[src/rtl/uart_pkg.sv]
// Shared UART receive definitions: FSM state encoding and baud-divider helper.
package uart_pkg;

  typedef enum logic [2:0] {
    WAIT_IDLE,
    IDLE,
    START,
    DATA,
    STOP
  } uart_rx_state_t;

  // Rounded clock-to-baud ratio; callers need the result to be at least 4.
  function automatic int unsigned clks_per_bit(input int unsigned clk_hz,
                                               input int unsigned baud);
    return (clk_hz + baud / 2) / baud;
  endfunction

endpackage

[src/rtl/uart_rx_fifo_writer_if.sv]
// Serial-line and FIFO-push signal bundle between the UART receiver and the byte FIFO side.
interface uart_rx_fifo_writer_if #(
  parameter int unsigned BUS_WIDTH = 8
);

  logic                 rx;
  logic                 fifo_full;
  logic                 fifo_push;
  logic [BUS_WIDTH-1:0] fifo_din;
  logic                 frame_err;
  logic                 overrun;
  logic                 busy;

  modport master (
    input  rx,
    input  fifo_full,
    output fifo_push,
    output fifo_din,
    output frame_err,
    output overrun,
    output busy
  );

  modport slave (
    output rx,
    output fifo_full,
    input  fifo_push,
    input  fifo_din,
    input  frame_err,
    input  overrun,
    input  busy
  );

endinterface

[src/rtl/sync_2ff.sv]
// Single-bit two-flop synchroniser with a parameterised reset level.
module sync_2ff #(
  parameter logic RESET_VAL = 1'b0
) (
  input  logic clk,
  input  logic rst_ni,
  input  logic d_i,
  output logic q_o
);

  logic [1:0] sync_q;

  always_ff @(posedge clk) begin
    if (!rst_ni) begin
      sync_q <= {2{RESET_VAL}};
    end else begin
      sync_q <= {sync_q[0], d_i};
    end
  end

  assign q_o = sync_q[1];

endmodule

[src/rtl/uart_rx_fifo_writer.sv]
// UART receiver (1 start, BUS_WIDTH data LSB-first, 1 stop) that pushes good frames into a byte FIFO.
module uart_rx_fifo_writer
  import uart_pkg::*;
#(
  parameter int unsigned CLK_FREQ_HZ = 50000000,
  parameter int unsigned BAUD        = 115200,
  parameter int unsigned BUS_WIDTH   = 8
) (
  input  logic                   clk,
  input  logic                   reset,
  uart_rx_fifo_writer_if.master  bus
);

  localparam int unsigned CPB   = clks_per_bit(CLK_FREQ_HZ, BAUD);
  localparam int unsigned HALF  = CPB / 2;
  localparam int unsigned CNT_W = $clog2(CPB);
  localparam int unsigned IDX_W = (BUS_WIDTH > 1) ? $clog2(BUS_WIDTH) : 1;

  localparam logic [CNT_W-1:0] CPB_M1   = CNT_W'(CPB - 1);
  localparam logic [CNT_W-1:0] HALF_M1  = CNT_W'(HALF - 1);
  localparam logic [IDX_W-1:0] LAST_IDX = IDX_W'(BUS_WIDTH - 1);

  uart_rx_state_t       state_q;
  logic [CNT_W-1:0]     cnt_q;
  logic [IDX_W-1:0]     bit_idx_q;
  logic [BUS_WIDTH-1:0] shreg_q;
  logic [BUS_WIDTH-1:0] din_q;
  logic                 push_q;
  logic                 ferr_q;
  logic                 ovr_q;
  logic                 busy_q;
  logic                 rx_s;

  // Line idles high, so the synchroniser resets to 1 to avoid a false start after reset.
  sync_2ff #(
    .RESET_VAL (1'b1)
  ) u_sync (
    .clk    (clk),
    .rst_ni (reset),
    .d_i    (bus.rx),
    .q_o    (rx_s)
  );

  always_ff @(posedge clk) begin
    if (!reset) begin
      state_q   <= WAIT_IDLE;
      cnt_q     <= '0;
      bit_idx_q <= '0;
      shreg_q   <= '0;
      din_q     <= '0;
      push_q    <= 1'b0;
      ferr_q    <= 1'b0;
      ovr_q     <= 1'b0;
      busy_q    <= 1'b0;
    end else begin
      push_q <= 1'b0;
      ferr_q <= 1'b0;
      ovr_q  <= 1'b0;
      case (state_q)
        WAIT_IDLE: begin
          if (rx_s) begin
            state_q <= IDLE;
            busy_q  <= 1'b0;
          end else begin
            busy_q  <= 1'b1;
          end
        end
        IDLE: begin
          if (!rx_s) begin
            cnt_q   <= '0;
            state_q <= START;
            busy_q  <= 1'b1;
          end
        end
        START: begin
          if (cnt_q == HALF_M1) begin
            cnt_q     <= '0;
            bit_idx_q <= '0;
            if (!rx_s) begin
              state_q <= DATA;
            end else begin
              state_q <= IDLE;
              busy_q  <= 1'b0;
            end
          end else begin
            cnt_q <= cnt_q + 1'b1;
          end
        end
        DATA: begin
          if (cnt_q == CPB_M1) begin
            cnt_q              <= '0;
            shreg_q[bit_idx_q] <= rx_s;
            if (bit_idx_q == LAST_IDX) begin
              state_q <= STOP;
            end else begin
              bit_idx_q <= bit_idx_q + 1'b1;
            end
          end else begin
            cnt_q <= cnt_q + 1'b1;
          end
        end
        STOP: begin
          if (cnt_q == CPB_M1) begin
            cnt_q <= '0;
            // fifo_full is judged on the same edge as the stop sample, so a push never lands on a full FIFO.
            if (rx_s) begin
              state_q <= IDLE;
              busy_q  <= 1'b0;
              if (bus.fifo_full) begin
                ovr_q <= 1'b1;
              end else begin
                push_q <= 1'b1;
                din_q  <= shreg_q;
              end
            end else begin
              ferr_q  <= 1'b1;
              state_q <= WAIT_IDLE;
            end
          end else begin
            cnt_q <= cnt_q + 1'b1;
          end
        end
        default: begin
          state_q <= WAIT_IDLE;
          busy_q  <= 1'b1;
        end
      endcase
    end
  end

  assign bus.fifo_push = push_q;
  assign bus.fifo_din  = din_q;
  assign bus.frame_err = ferr_q;
  assign bus.overrun   = ovr_q;
  assign bus.busy      = busy_q;

endmodule
[src/flat_wrapper.sv]
// flat-port wrapper written by rule: the top's interface ports become plain ports
module uart_rx_fifo_writer_flat import uart_pkg::*;
#(
  parameter int unsigned CLK_FREQ_HZ = 50000000,
  parameter int unsigned BAUD        = 115200,
  parameter int unsigned BUS_WIDTH   = 8
)
  (clk, reset, bus_rx, bus_fifo_full, bus_fifo_push, bus_fifo_din, bus_frame_err, bus_overrun, bus_busy);
  uart_rx_fifo_writer_if #(.BUS_WIDTH(BUS_WIDTH)) bus_i ();
  input  logic clk;
  input  logic reset;
  input wire logic [$bits(bus_i.rx)-1:0] bus_rx;
  input wire logic [$bits(bus_i.fifo_full)-1:0] bus_fifo_full;
  output wire logic [$bits(bus_i.fifo_push)-1:0] bus_fifo_push;
  output wire logic [$bits(bus_i.fifo_din)-1:0] bus_fifo_din;
  output wire logic [$bits(bus_i.frame_err)-1:0] bus_frame_err;
  output wire logic [$bits(bus_i.overrun)-1:0] bus_overrun;
  output wire logic [$bits(bus_i.busy)-1:0] bus_busy;
  assign bus_i.rx = bus_rx;
  assign bus_i.fifo_full = bus_fifo_full;
  assign bus_fifo_push = bus_i.fifo_push;
  assign bus_fifo_din = bus_i.fifo_din;
  assign bus_frame_err = bus_i.frame_err;
  assign bus_overrun = bus_i.overrun;
  assign bus_busy = bus_i.busy;
  uart_rx_fifo_writer #(.CLK_FREQ_HZ(CLK_FREQ_HZ), .BAUD(BAUD), .BUS_WIDTH(BUS_WIDTH)) u_core (.clk(clk), .reset(reset), .bus(bus_i));
endmodule
[config.mk]
export PLATFORM = sky130hd
export DESIGN_NAME = uart_rx_fifo_writer_flat
export DESIGN_NICKNAME = d
export VERILOG_FILES = /design/src/rtl/uart_pkg.sv /design/src/rtl/uart_rx_fifo_writer_if.sv /design/src/rtl/sync_2ff.sv /design/src/rtl/uart_rx_fifo_writer.sv /design/src/flat_wrapper.sv
export SDC_FILE = /design/constraint.sdc
export NUM_CORES = 1
export LEC_CHECK = 0
export BUFFER_PORTS_ARGS = -buffer_cell sky130_fd_sc_hd__buf_2
export CAP_MARGIN = 5
export CORE_UTILIZATION = 37
export CTS_CLUSTER_DIAMETER = 120
export DETAILED_ROUTE_END_ITERATION = 10
export PLACE_DENSITY = 0.55
export SLEW_MARGIN = 15
export SYNTH_ARGS = -nofsm -noshare
export SYNTH_HDL_FRONTEND = slang
export SYNTH_SLANG_ARGS = --single-unit
[constraint.sdc]
create_clock -name clk -period 3.6 [get_ports clk]
set_clock_uncertainty 0.05 [all_clocks]
set_input_delay 0.18 -clock clk [delete_from_list [all_inputs] [get_ports clk]]
set_output_delay 0.18 -clock clk [all_outputs]
set_load 0.02 [all_outputs]
Word-level counts from Yosys, hierarchy flattened
Index checks and enable logic that the tools add are counted.

Bits in registers: 37. Input port bits: 4. Output and inout port bits: 12. Logic and storage cells: 71.

Add/sub/neg operators: 2. $lt $le $gt $ge: 2. Equal/unequal tests: 14. Muxes and demuxes: 28. Bitwise operators: 2. Reductions and logical operators: 13.

Operators with widths (count): $mux W3 (9); $mux W9 (3); $pmux W9 S3 (1); $reduce_and A4 Y1 (4); $pmux W3 S5 (1); $add A9 B1 Y9 const B (1); $eq A9 B8 Y1 const B (1); $eq A9 B9 Y1 const B (1); $mux W1 (9); $bwmux W8 (1); $ne A2 B1 Y1 const B (4); $eq A3 B2 Y1 const B (2); $eq A3 B3 Y1 const B (2); $ne A2 B2 Y1 const B (3); $pmux W3 S2 (1); $reduce_and A6 Y1 (1); $pmux W1 S5 (1); $lt A3 B4 Y1 const B (1); $reduce_and A2 Y1 (2); $add A3 B1 Y3 const B (1); $demux W1 S3 (1); $eq A3 B1 Y1 const B (1); $ge A3 B1 Y1 const B (1); $logic_not A3 Y1 (1); other kinds (7) (8).

Logic depth before layout (Yosys ltp)
Gate-level depths: netlist of the first run.

Depth after elaboration: 5. Mapped depth: 8. Mapped depth without buffers: 7.

Cells and area by module
A second synthesis of the first run with hierarchy kept.

Cell total of the unflattened synthesis: 207. Area total of the unflattened synthesis: 1893.1 um^2.

Modules (own cells, without submodules): uart_rx_fifo_writer (instances 1, cells an instance 203, area an instance 1840.5 um^2, seq. area each 700.7 um^2); sync_2ff (instances 1, cells an instance 4, area an instance 52.6 um^2, seq. area each 40.0 um^2).

Least setup slack after synthesis of the first run
No wires, ideal clock.

Path kind: reg2reg. Start: reg u_core.cnt_q[0]. End: reg u_core.busy_q, in the netlist u_core.bus.busy. Setup time: 0.131 ns. Arrival: 1.563 ns. Data required time: 3.419 ns. Slack: 1.857 ns. Stages on the path, launching flop included: 8. Path buffers: 0. Period minus slack after synthesis: 1.743 ns. Path through: dfxtp_1 inv_1 ha_1 or2b_2 nor3_1 o2111ai_2 a2111oi_2 a211oi_1.

Cells in the longest elaborated chain, start to end: 3. Elaborated cells between the ends (all ways): 5. Those cells by class: 4 x eq/ne; 1 x reduce/logical.

Ends and longest elaborated chain: start, declared (RTL line uart_rx_fifo_writer.sv:24) `logic [CNT_W-1:0] cnt_q;`; start signal, assigned (RTL line uart_rx_fifo_writer.sv:86) `cnt_q <= cnt_q + 1'b1;`; start signal, assigned (RTL line uart_rx_fifo_writer.sv:99) `cnt_q <= cnt_q + 1'b1;`; start signal, assigned (RTL line uart_rx_fifo_writer.sv:120) `cnt_q <= cnt_q + 1'b1;`; $eq A9 B9 Y1 / $eq A9 B8 Y1 (equally long branches) (RTL line uart_rx_fifo_writer.sv:103, uart_rx_fifo_writer.sv:76); $ne A2 B1 Y1 (no line); $reduce_and A4 Y1 (no line) *; end signal, assigned (RTL line uart_rx_fifo_writer.sv:83) `busy_q <= 1'b0;`; end signal, assigned (RTL line uart_rx_fifo_writer.sv:108) `busy_q <= 1'b0;`; end signal, assigned (RTL line uart_rx_fifo_writer.sv:125) `busy_q <= 1'b1;`; end, declared (RTL line uart_rx_fifo_writer.sv:31) `logic busy_q;`.

Mark *: on every way between the ends. The rest lies on a longest branch, timed or not. A chain may end at the register's enable or synchronous reset.

Worst setup path after layout of the first run
Start: reg u_core.cnt_q[0]. End: reg u_core.din_q[1], in the netlist u_core.bus.fifo_din[1].

Cells in the longest elaborated chain, start to end: 2.

Ends and longest elaborated chain: $eq A9 B9 Y1 (RTL line uart_rx_fifo_writer.sv:103) `if (cnt_q == CPB_M1) begin`; $reduce_and A4 Y1 (no line); end signal, assigned (RTL line uart_rx_fifo_writer.sv:113) `din_q <= shreg_q;`; end, declared (RTL line uart_rx_fifo_writer.sv:27) `logic [BUS_WIDTH-1:0] din_q;`.

No other way between the ends.

==> summary.txt, run 1 <==
status: finished, final reports clean
I/O pin cnt: 16
Die ar.: 5684 um^2
# setup viols final: 0
TritonCTS clock tree: built
Worst-Margin Slew: 1.003 ns
Seq cells post-synth: 37
H-tree levels: 2
PostCTS Resize Cnt: 0
first-pass GRT wire length: 6.403 mm
Routed Antenna Nets: 0
max_cap viols: 0
Synth Warn #: 0
dominant cells by area after synthesis: dfxtp_1 37%, mux2i_1 8.5%, nor2_1 5.5%, nand2_1 4.3%, clkbuf_8 3.5%
DRC Markers: 0
post-route setup slack: 1.359 ns
Critical Path AT: 2.33 ns
Hold Path Class: in2reg
post-synth top area share: 0.3716
CP endpoint kind: flip-flop
worst slack, placed: 1.341 ns
worst rel slew slack: 0.3309
CTS Hold Bufs: 0
Clk pwr share: 0.336
All-Layer GR Usage: 0.1501
fin. max-slew vios: 0
Async SR Flop Fraction: 0
f_max: 0.4462 GHz
vias in the first global route: 1332
Die H: 75.40 um
P per Cell Area: 522.5 nW/um^2
Setup Buffers After CTS: 0
Pre-Repair DR Iteration Count: 5
number of library cell types mapped by synthesis: 45
sequential area share after synthesis: 0.3716
Sw Ratio: 0.3167
Syn Inst Count: 223
Crit Path Max Fanout: 9
Synth top cells by count: 37 x dfxtp_1, 29 x nor2_1, 23 x nand2_1
period utilisation layout: 0.6225
VDD IR max: 0.0001826 V
gp weighted congestion: 0.7642
deepest clock path buffer count: 2
CTS Sinks: 37
die span in x: 75.40 um
most frequent cell after synthesis: dfxtp_1
IO buf count: 15
routed len/inst: 12.75 um
Layout area overhead: 8.412%
Leak: 0.0009393 uW
Cell Area, Synth: 1993 um^2
initial antenna violation count: 0
Comb pwr share: 0.232
Synthesized Nets: 232
share of cells above drive strength 1: 0.1631
Reg power frac: 0.432
largest net degree at the start of global routing: 33
switching power: 357.5 uW
ys flop type: dfxtp_1
RSZ-0062 raised after global routing: false
post-detail-place hpwl: 2.616 mm
Vias per Instance: 5.056
crit path kind: reg2reg
post-layout min period: 2.241 ns
startpoint types: flip-flop
via count: 1532
gr ovfl total: 0
row count: 26
Nets: 241
Synth area leader: dfxtp_1
CTS buffer count: 5
placed cells: 295
Critical Path RT: 3.69 ns
Syn Area/Cell: 8.938 um^2
CTS Root Cell: clkbuf_8
setup TNS: 0 ns
core footprint: 5140 um^2
P_int: 771.5 uW
final hold vios: 0
Worst-Skew Late Latency: 0.29 ns
Initial Utilization: 0.3878
clock-pin slew on the worst setup and hold paths: 0.08 ns
Final Non-Filler Cells: 303
Initial DRC Count: 94
final WL: 3.864 mm
antenna fix cells: 0
Post-synth EDFFs: 0
==> critical path, stage by stage (launching register included) <==
cell and delay (ns):
dfxtp_1 0.44, ha_1 0.25, nand4b_4 0.16, nor3_1 0.23
nand4b_1 0.58, mux2i_1 0.33, nor2_1 0.06
==> placed cells by master, fill, tap and decap left out, drive strengths merged, types with 2 or more instances in the layout <==
cell	Yosys	final
dfxtp	37	37
nand4b	2	2
ha	5	5
nor2	29	29
and4bb	2	2
nor3	5	5
nand3b	8	8
or2b	2	2
clkbuf	10	6
nand2	23	23
or3	5	5
nand2b	2	2
a21oi	7	7
nand4	2	2
o211ai	3	3
and3	2	2
nor3b	4	4
mux2i	17	17
nand3	7	7
a31oi	5	5
and4b	2	2
nor4	4	4
inv	11	11
o21ai	12	12
a211oi	2	2
buf	3	15
==> kinds of logic (layout without fill, tap and decap cells) <==
logic type,count (synthesis),after routing,synth area share
compound gates,37,37,0.1274
simple gates,103,103,0.3057
buf+inv,24,34,0.07847
flops,37,37,0.3716
mux,17,17,0.08537
fa+ha+maj,5,5,0.03139
==> registers in the layout, indices dropped and copies added (netlist names), 2 cells and up <==
register,flops
u_core.cnt_q,9
u_core.u_sync.sync_q,2
u_core.bit_idx_q,3
u_core.state_q,3
u_core.shreg_q,8
u_core.bus.fifo_din,8
==> routing by layer <==
metal  global-route usage  vias up  routed length (um)
li1                     -      806                   -
met1               0.2078      697                2000
met2               0.2272       25                1686
met3              0.03571        4                 115
met4              0.05556        0                  62
met5                    0        -                   0
==> worst paths after layout <==
path                                                            end  slack, ns  cells after the start                          startpoint
worst max-delay path            u_core.bus.fifo_din[1]$_SDFFE_PN0P_       1.36                      6        u_core.cnt_q[0]$_SDFFE_PN0P_
worst min register to register   u_core.u_sync.sync_q[1]$_SDFF_PN1_       0.36                      1  u_core.u_sync.sync_q[0]$_SDFF_PN1_
worst min-delay path             u_core.u_sync.sync_q[0]$_SDFF_PN1_       0.02                      2                              bus_rx
worst max register to register  u_core.bus.fifo_din[1]$_SDFFE_PN0P_       1.36                      6        u_core.cnt_q[0]$_SDFFE_PN0P_
==> power groups by stage <==
stage / clock (uW) / combinational [uW] / sequential (uW)
2_1_floorplan: 0 / 271 / 470
3_3_place_gp: 0 / 265 / 495
3_5_place_dp: 0 / 265 / 497
4_1_cts: 395 / 266 / 487
5_1_grt: 404 / 296 / 495
6_report: 380 / 262 / 488
==> final cells by class <==
type	count	area (um^2)
fillers	540	2979
multi-input cells	162	1096
flip-flops and latches	37	740.7
well taps	70	87.58
clock buffers	6	82.58
repair buffers	15	75.07
inverters	11	41.29
clock inverters	2	37.54
==> per-stage QoR <==
stage,total power [uW],hold slack [ns],util,cell area (um^2)
finish,1129,0.01797,0.4204,2161
detailed placement,761.6,0.3197,0.3970,2041
global route,1196,0.01733,0.4204,2161
CTS,1147,0.01114,0.4204,2161
global placement,760.5,0.3144,0.3970,2041
floorplan,740.6,0.2315,-,1993
(Power assumes the default switching activity.)
==> inputs of run 2 (changes only) <==
--- a/config.mk
+++ b/config.mk
@@ -10,7 +10,7 @@
 export CORE_UTILIZATION = 37
 export CTS_CLUSTER_DIAMETER = 120
 export DETAILED_ROUTE_END_ITERATION = 10
-export PLACE_DENSITY = 0.55
+export PLACE_DENSITY = 0.57
 export SLEW_MARGIN = 15
 export SYNTH_ARGS = -nofsm -noshare
 export SYNTH_HDL_FRONTEND = slang
==> constraint.sdc (replaced) <==
create_clock -name clk -period 2 [get_ports clk]
set_clock_uncertainty 0.05 [all_clocks]
set_input_delay 0.1 -clock clk [delete_from_list [all_inputs] [get_ports clk]]
set_output_delay 0.1 -clock clk [all_outputs]
set_load 0.02 [all_outputs]
==> summary.txt, run 2 (synthesis gave the netlist of run 1 again) <==
RR Endpoint: u_core.bus.busy$_SDFFE_PN0P_
Crit Path Max Fanout: 5
worst rel slew slack: 0.7103
CP cell instances: inv_2 -> ha_4 -> nand4b_4 -> o31ai_4 -> o2111ai_2 -> a2111oi_4 -> a211oi_1
Total Power: 2167 uW
Layout area overhead: 18.33%
Hold Path Class: in2reg
DRC Markers: 0
Die H: 75.40 um
die span in x: 75.40 um
crit path kind: reg2reg
CP peak stage delay: 0.40 ns
P per Cell Area: 918.6 nW/um^2
Die ar.: 5684 um^2
commonest non-fill, non-tap cell in the layout: dfxtp_1
Nets: 261
Leak: 0.001044 uW
startpoint types: flip-flop
vias in the first global route: 1465
initial antenna violation count: 0
Initial DRC Count: 94
routed len/inst: 12.41 um
Slowest cell on crit path: o31ai_4
largest net degree at the start of global routing: 19
I/O pin cnt: 16
period utilisation layout: 0.9521
final WL: 4.009 mm
post-detail-place hpwl: 2.778 mm
CTS Root Cell: clkbuf_8
first-pass GRT wire length: 6.782 mm
reg-to-reg startpoint: u_core.cnt_q[1]$_SDFFE_PN0P_
core footprint: 5140 um^2
row count: 26
worst hold path depth: 2
most frequent cells in the layout: 34 x dfxtp_1, 29 x nor2_1, 23 x nand2_1
antenna fix cells: 0
share of cells above drive strength 1: 0.2451
R2R Setup Slk: 0.1 ns
gr ovfl total: 0
status: finished, final reports clean
VDD IR max: 0.0004103 V
via count: 1627
All-Layer GR Usage: 0.1541
TritonCTS clock tree: built
Critical Path AT: 2.02 ns
buffer and inverter count on the worst path: 1
f_max: 0.5252 GHz
# setup viols final: 0
R2R cell count: 7
worst slack, placed: 0.1118 ns
post-route setup slack: 0.09586 ns
IO buf count: 15
final hold vios: 0
H-tree levels: 2
clock-pin slew on the worst setup and hold paths: 0.08 ns
gp weighted congestion: 0.8165
Worst Hold Launch: reset
Worst-Skew Late Latency: 0.29 ns
CTS Sinks: 37
Initial Utilization: 0.3878
post-layout min period: 1.904 ns
Worst-Margin Slew: 0.4300 ns
Critical Path RT: 2.12 ns
number of flip-flops in the largest register: 9
Vias per Instance: 5.037
CTS buffer count: 5
Routed Antenna Nets: 0
deepest clock path buffer count: 2
max_cap viols: 0
fin. max-slew vios: 0
Pre-Repair DR Iteration Count: 4
Biggest register: u_core.cnt_q
CP endpoint kind: flip-flop
hold worst-path end: u_core.u_sync.sync_q[0]$_SDFF_PN1_
Top Family by Delay on Critical Path: compound AO/OA/AOI/OAI gates
run 2: cell count changes in the layout (fill, tap and decap cells not counted), sizes merged:
| cell | delta |
|---|---|
| buf | +18 |
| dlygate4sd3 | +2 |
run 2: where the power goes:
group / switching [uW] / internal, uW / leakage [uW]
Sequential: 68.9 / 785 / 0.000300
Combinational: 339 / 294 / 0.000687
Clock: 275 / 405 / 0.0000574
run 2: layer usage:
metal  wire (um)  vias up  share of wire  GRT usage
met5           0        -              0          0
met3          94        5          0.023    0.02778
met4          47        0          0.012    0.04321
met2        1757       16           0.44     0.2411
met1        2110      758           0.53     0.2175
li1            -      848              -          -
run 2: worst max-delay path by stage:
stage / slack, ns / startpoint / cells after the start / to
CTS: 0.1 / u_core.cnt_q[1]$_SDFFE_PN0P_ / 7 / u_core.cnt_q[1]$_SDFFE_PN0P_
detailed placement: 0.11 / u_core.cnt_q[1]$_SDFFE_PN0P_ / 7 / u_core.cnt_q[1]$_SDFFE_PN0P_
floorplan: 0.26 / u_core.cnt_q[0]$_SDFFE_PN0P_ / 7 / u_core.bus.busy$_SDFFE_PN0P_
global route: -0.02 / u_core.cnt_q[1]$_SDFFE_PN0P_ / 7 / u_core.bit_idx_q[0]$_SDFFE_PN0P_
finish: 0.1 / u_core.cnt_q[1]$_SDFFE_PN0P_ / 7 / u_core.bus.busy$_SDFFE_PN0P_
global placement: 0.13 / u_core.cnt_q[1]$_SDFFE_PN0P_ / 7 / u_core.bus.busy$_SDFFE_PN0P_
run 2: stage by stage:
| step | hold WS (ns) | std cells | TNS [ns] | area, um^2 | utilization |
|---|---|---|---|---|---|
| after floorplan | 0.1515 | 223 | 0 | 1993 | - |
| after global placement | 0.2372 | 309 | 0 | 2146 | 0.4175 |
| after detailed placement | 0.2356 | 309 | 0 | 2146 | 0.4175 |
| after CTS | 0.04391 | 319 | 0 | 2286 | 0.4447 |
| after global routing | 0.05720 | 323 | -0.01538 | 2359 | 0.4589 |
| final | 0.05217 | 323 | 0 | 2359 | 0.4589 |
run 2: final cells by class:
| cell class | count | area (um^2) |
|---|---|---|
| fill | 533 | 2781 |
| multi-input combinational | 162 | 1135 |
| sequential | 37 | 744.5 |
| timing repair buffer | 35 | 230.2 |
| tap | 70 | 87.58 |
| clock buffer | 6 | 82.58 |
| inverter | 11 | 41.29 |
| clock inverter | 2 | 37.54 |
run 2: repair_timing:
item,in CTS,in global routing
buffers inserted,0,4
hold buffers,2,0
endpoints found under the hold margin,2,0
gates resized for setup,0,9
endpoints found under the setup margin,0,7
==> inputs of run 3 (changes only) <==
--- a/config.mk
+++ b/config.mk
@@ -11,6 +11,7 @@
 export CTS_CLUSTER_DIAMETER = 120
 export DETAILED_ROUTE_END_ITERATION = 10
 export PLACE_DENSITY = 0.57
+export SETUP_SLACK_MARGIN = 0.5
 export SLEW_MARGIN = 15
 export SYNTH_ARGS = -nofsm -noshare
 export SYNTH_HDL_FRONTEND = slang
==> summary.txt, run 3 (synthesis gave the netlist of run 1 again) <==
final WL: 4.718 mm
Die H: 75.40 um
Initial Utilization: 0.3878
initial antenna violation count: 0
worst rel slew slack: 0.6319
Nets: 275
commonest non-fill, non-tap cell in the layout: nor2_1
core footprint: 5140 um^2
routed len/inst: 14.00 um
row count: 26
All-Layer GR Usage: 0.1812
number of flip-flops in the largest register: 9
via count: 1712
setup TNS: 0 ns
Initial DRC Count: 90
final hold vios: 0
Hold Path Class: in2reg
gr ovfl total: 0
Critical Path AT: 2.01 ns
post-layout min period: 1.828 ns
fin. max-slew vios: 0
Worst-Skew Late Latency: 0.29 ns
post-route cell area: 2643 um^2
CTS Root Cell: clkbuf_8
final core occ: 0.5141
CP cell instances: inv_4 -> ha_4 -> nand4b_4 -> nor4_4 -> o211ai_1 -> or3_4 -> a21oi_2
Vias per Instance: 5.080
antenna fix cells: 0
P per Cell Area: 832.8 nW/um^2
deepest clock path buffer count: 2
TritonCTS clock tree: built
crit path kind: reg2reg
R2R Setup Slk: 0.17 ns
Biggest register: u_core.cnt_q
VDD IR max: 0.0005302 V
CP peak stage delay: 0.44 ns
Worst-Margin Slew: 0.5464 ns
CP endpoint kind: flip-flop
share of cells above drive strength 1: 0.4007
vias in the first global route: 1598
startpoint types: flip-flop
Leak: 0.001122 uW
RSZ-0062 raised after global routing: true
Pre-Repair DR Iteration Count: 4
worst slack, placed: 0.1110 ns
Crit Path Max Fanout: 5
post-detail-place hpwl: 2.801 mm
Critical Path RT: 2.18 ns
# setup viols final: 0
CTS Sinks: 37
largest net degree at the start of global routing: 21
H-tree levels: 2
first-pass GRT wire length: 7.652 mm
Die ar.: 5684 um^2
die span in x: 75.40 um
clock-pin slew on the worst setup and hold paths: 0.08 ns
Routed Antenna Nets: 0
CTS buffer count: 5
DP Area: 2166 um^2
period utilisation layout: 0.9142
Slowest cell on crit path: or3_4
fill count: 485
status: finished, final reports clean
f_max: 0.5469 GHz
I/O pin cnt: 16
max_cap viols: 0
DRC Markers: 0
Layout area overhead: 32.58%
most frequent cells in the layout: 27 x nor2_1, 26 x dfxtp_1, 24 x buf_4
post-route setup slack: 0.1716 ns
gp weighted congestion: 0.8054
IO buf count: 15
[run 3: area by class of cell]
cell class                 instances  area [um^2]  area share
sequential                        37        759.5      0.2874
multi-input combinational        163         1308      0.4948
clock inverter                     3        21.27    0.008049
tap                               70        87.58     0.03314
timing repair buffer              48        354.1      0.1340
clock buffer                       5        68.82     0.02604
inverter                          11        43.79     0.01657
[run 3: worst paths after layout]
path                                   endpoint                                from  cells past startpoint
max            u_core.bit_idx_q[1]$_SDFFE_PN0P_        u_core.cnt_q[1]$_SDFFE_PN0P_                      7
min          u_core.u_sync.sync_q[1]$_SDFF_PN1_                               reset                      2
min reg2reg  u_core.u_sync.sync_q[1]$_SDFF_PN1_  u_core.u_sync.sync_q[0]$_SDFF_PN1_                      1
max reg2reg    u_core.bit_idx_q[1]$_SDFFE_PN0P_        u_core.cnt_q[1]$_SDFFE_PN0P_                      7
[run 3: timing repair]
| item | CTS | global route |
|---|---|---|
| pin swaps | 22 | 24 |
| endpoints found under the setup margin | 33 | 35 |
| resized for setup | 31 | 18 |
| gates cloned | 2 | 0 |
| hold endpoints to repair | 2 | 0 |
| setup buffers | 13 | 6 |
| hold buffers | 2 | 0 |
[run 3: power breakdown]
group          internal (uW)  leakage, uW  switching [uW]
Combinational            374     0.000774             427
Clock                    247    0.0000445             282
Sequential               792     0.000304            78.4
[run 3: critical path, delay by kind of cell, from the launching register on]
kind / cells / cell delay, ns
flops: 1 / 0.35
fa+ha+maj: 1 / 0.14
compound gates: 2 / 0.35
simple gates: 3 / 0.80
buf+inv: 1 / 0.07
[run 3: layer usage]
metal  wire, um  vias up  global-route usage
met5          0        -                   0
met4        117        0             0.06996
met3        126       12             0.04365
met2       2178       30              0.2758
met1       2295      789              0.2478
li1           -      881                   -
[run 3: through the flow]
| step | instances | hold WS, ns | power [uW] |
|---|---|---|---|
| after floorplan | 223 | 0.1515 | 1376 |
| after global placement | 306 | 0.2316 | 1443 |
| after detailed placement | 306 | 0.2364 | 1446 |
| after CTS | 331 | 0.04995 | 2137 |
| after global routing | 337 | 0.06610 | 2332 |
| final | 337 | 0.06067 | 2201 |
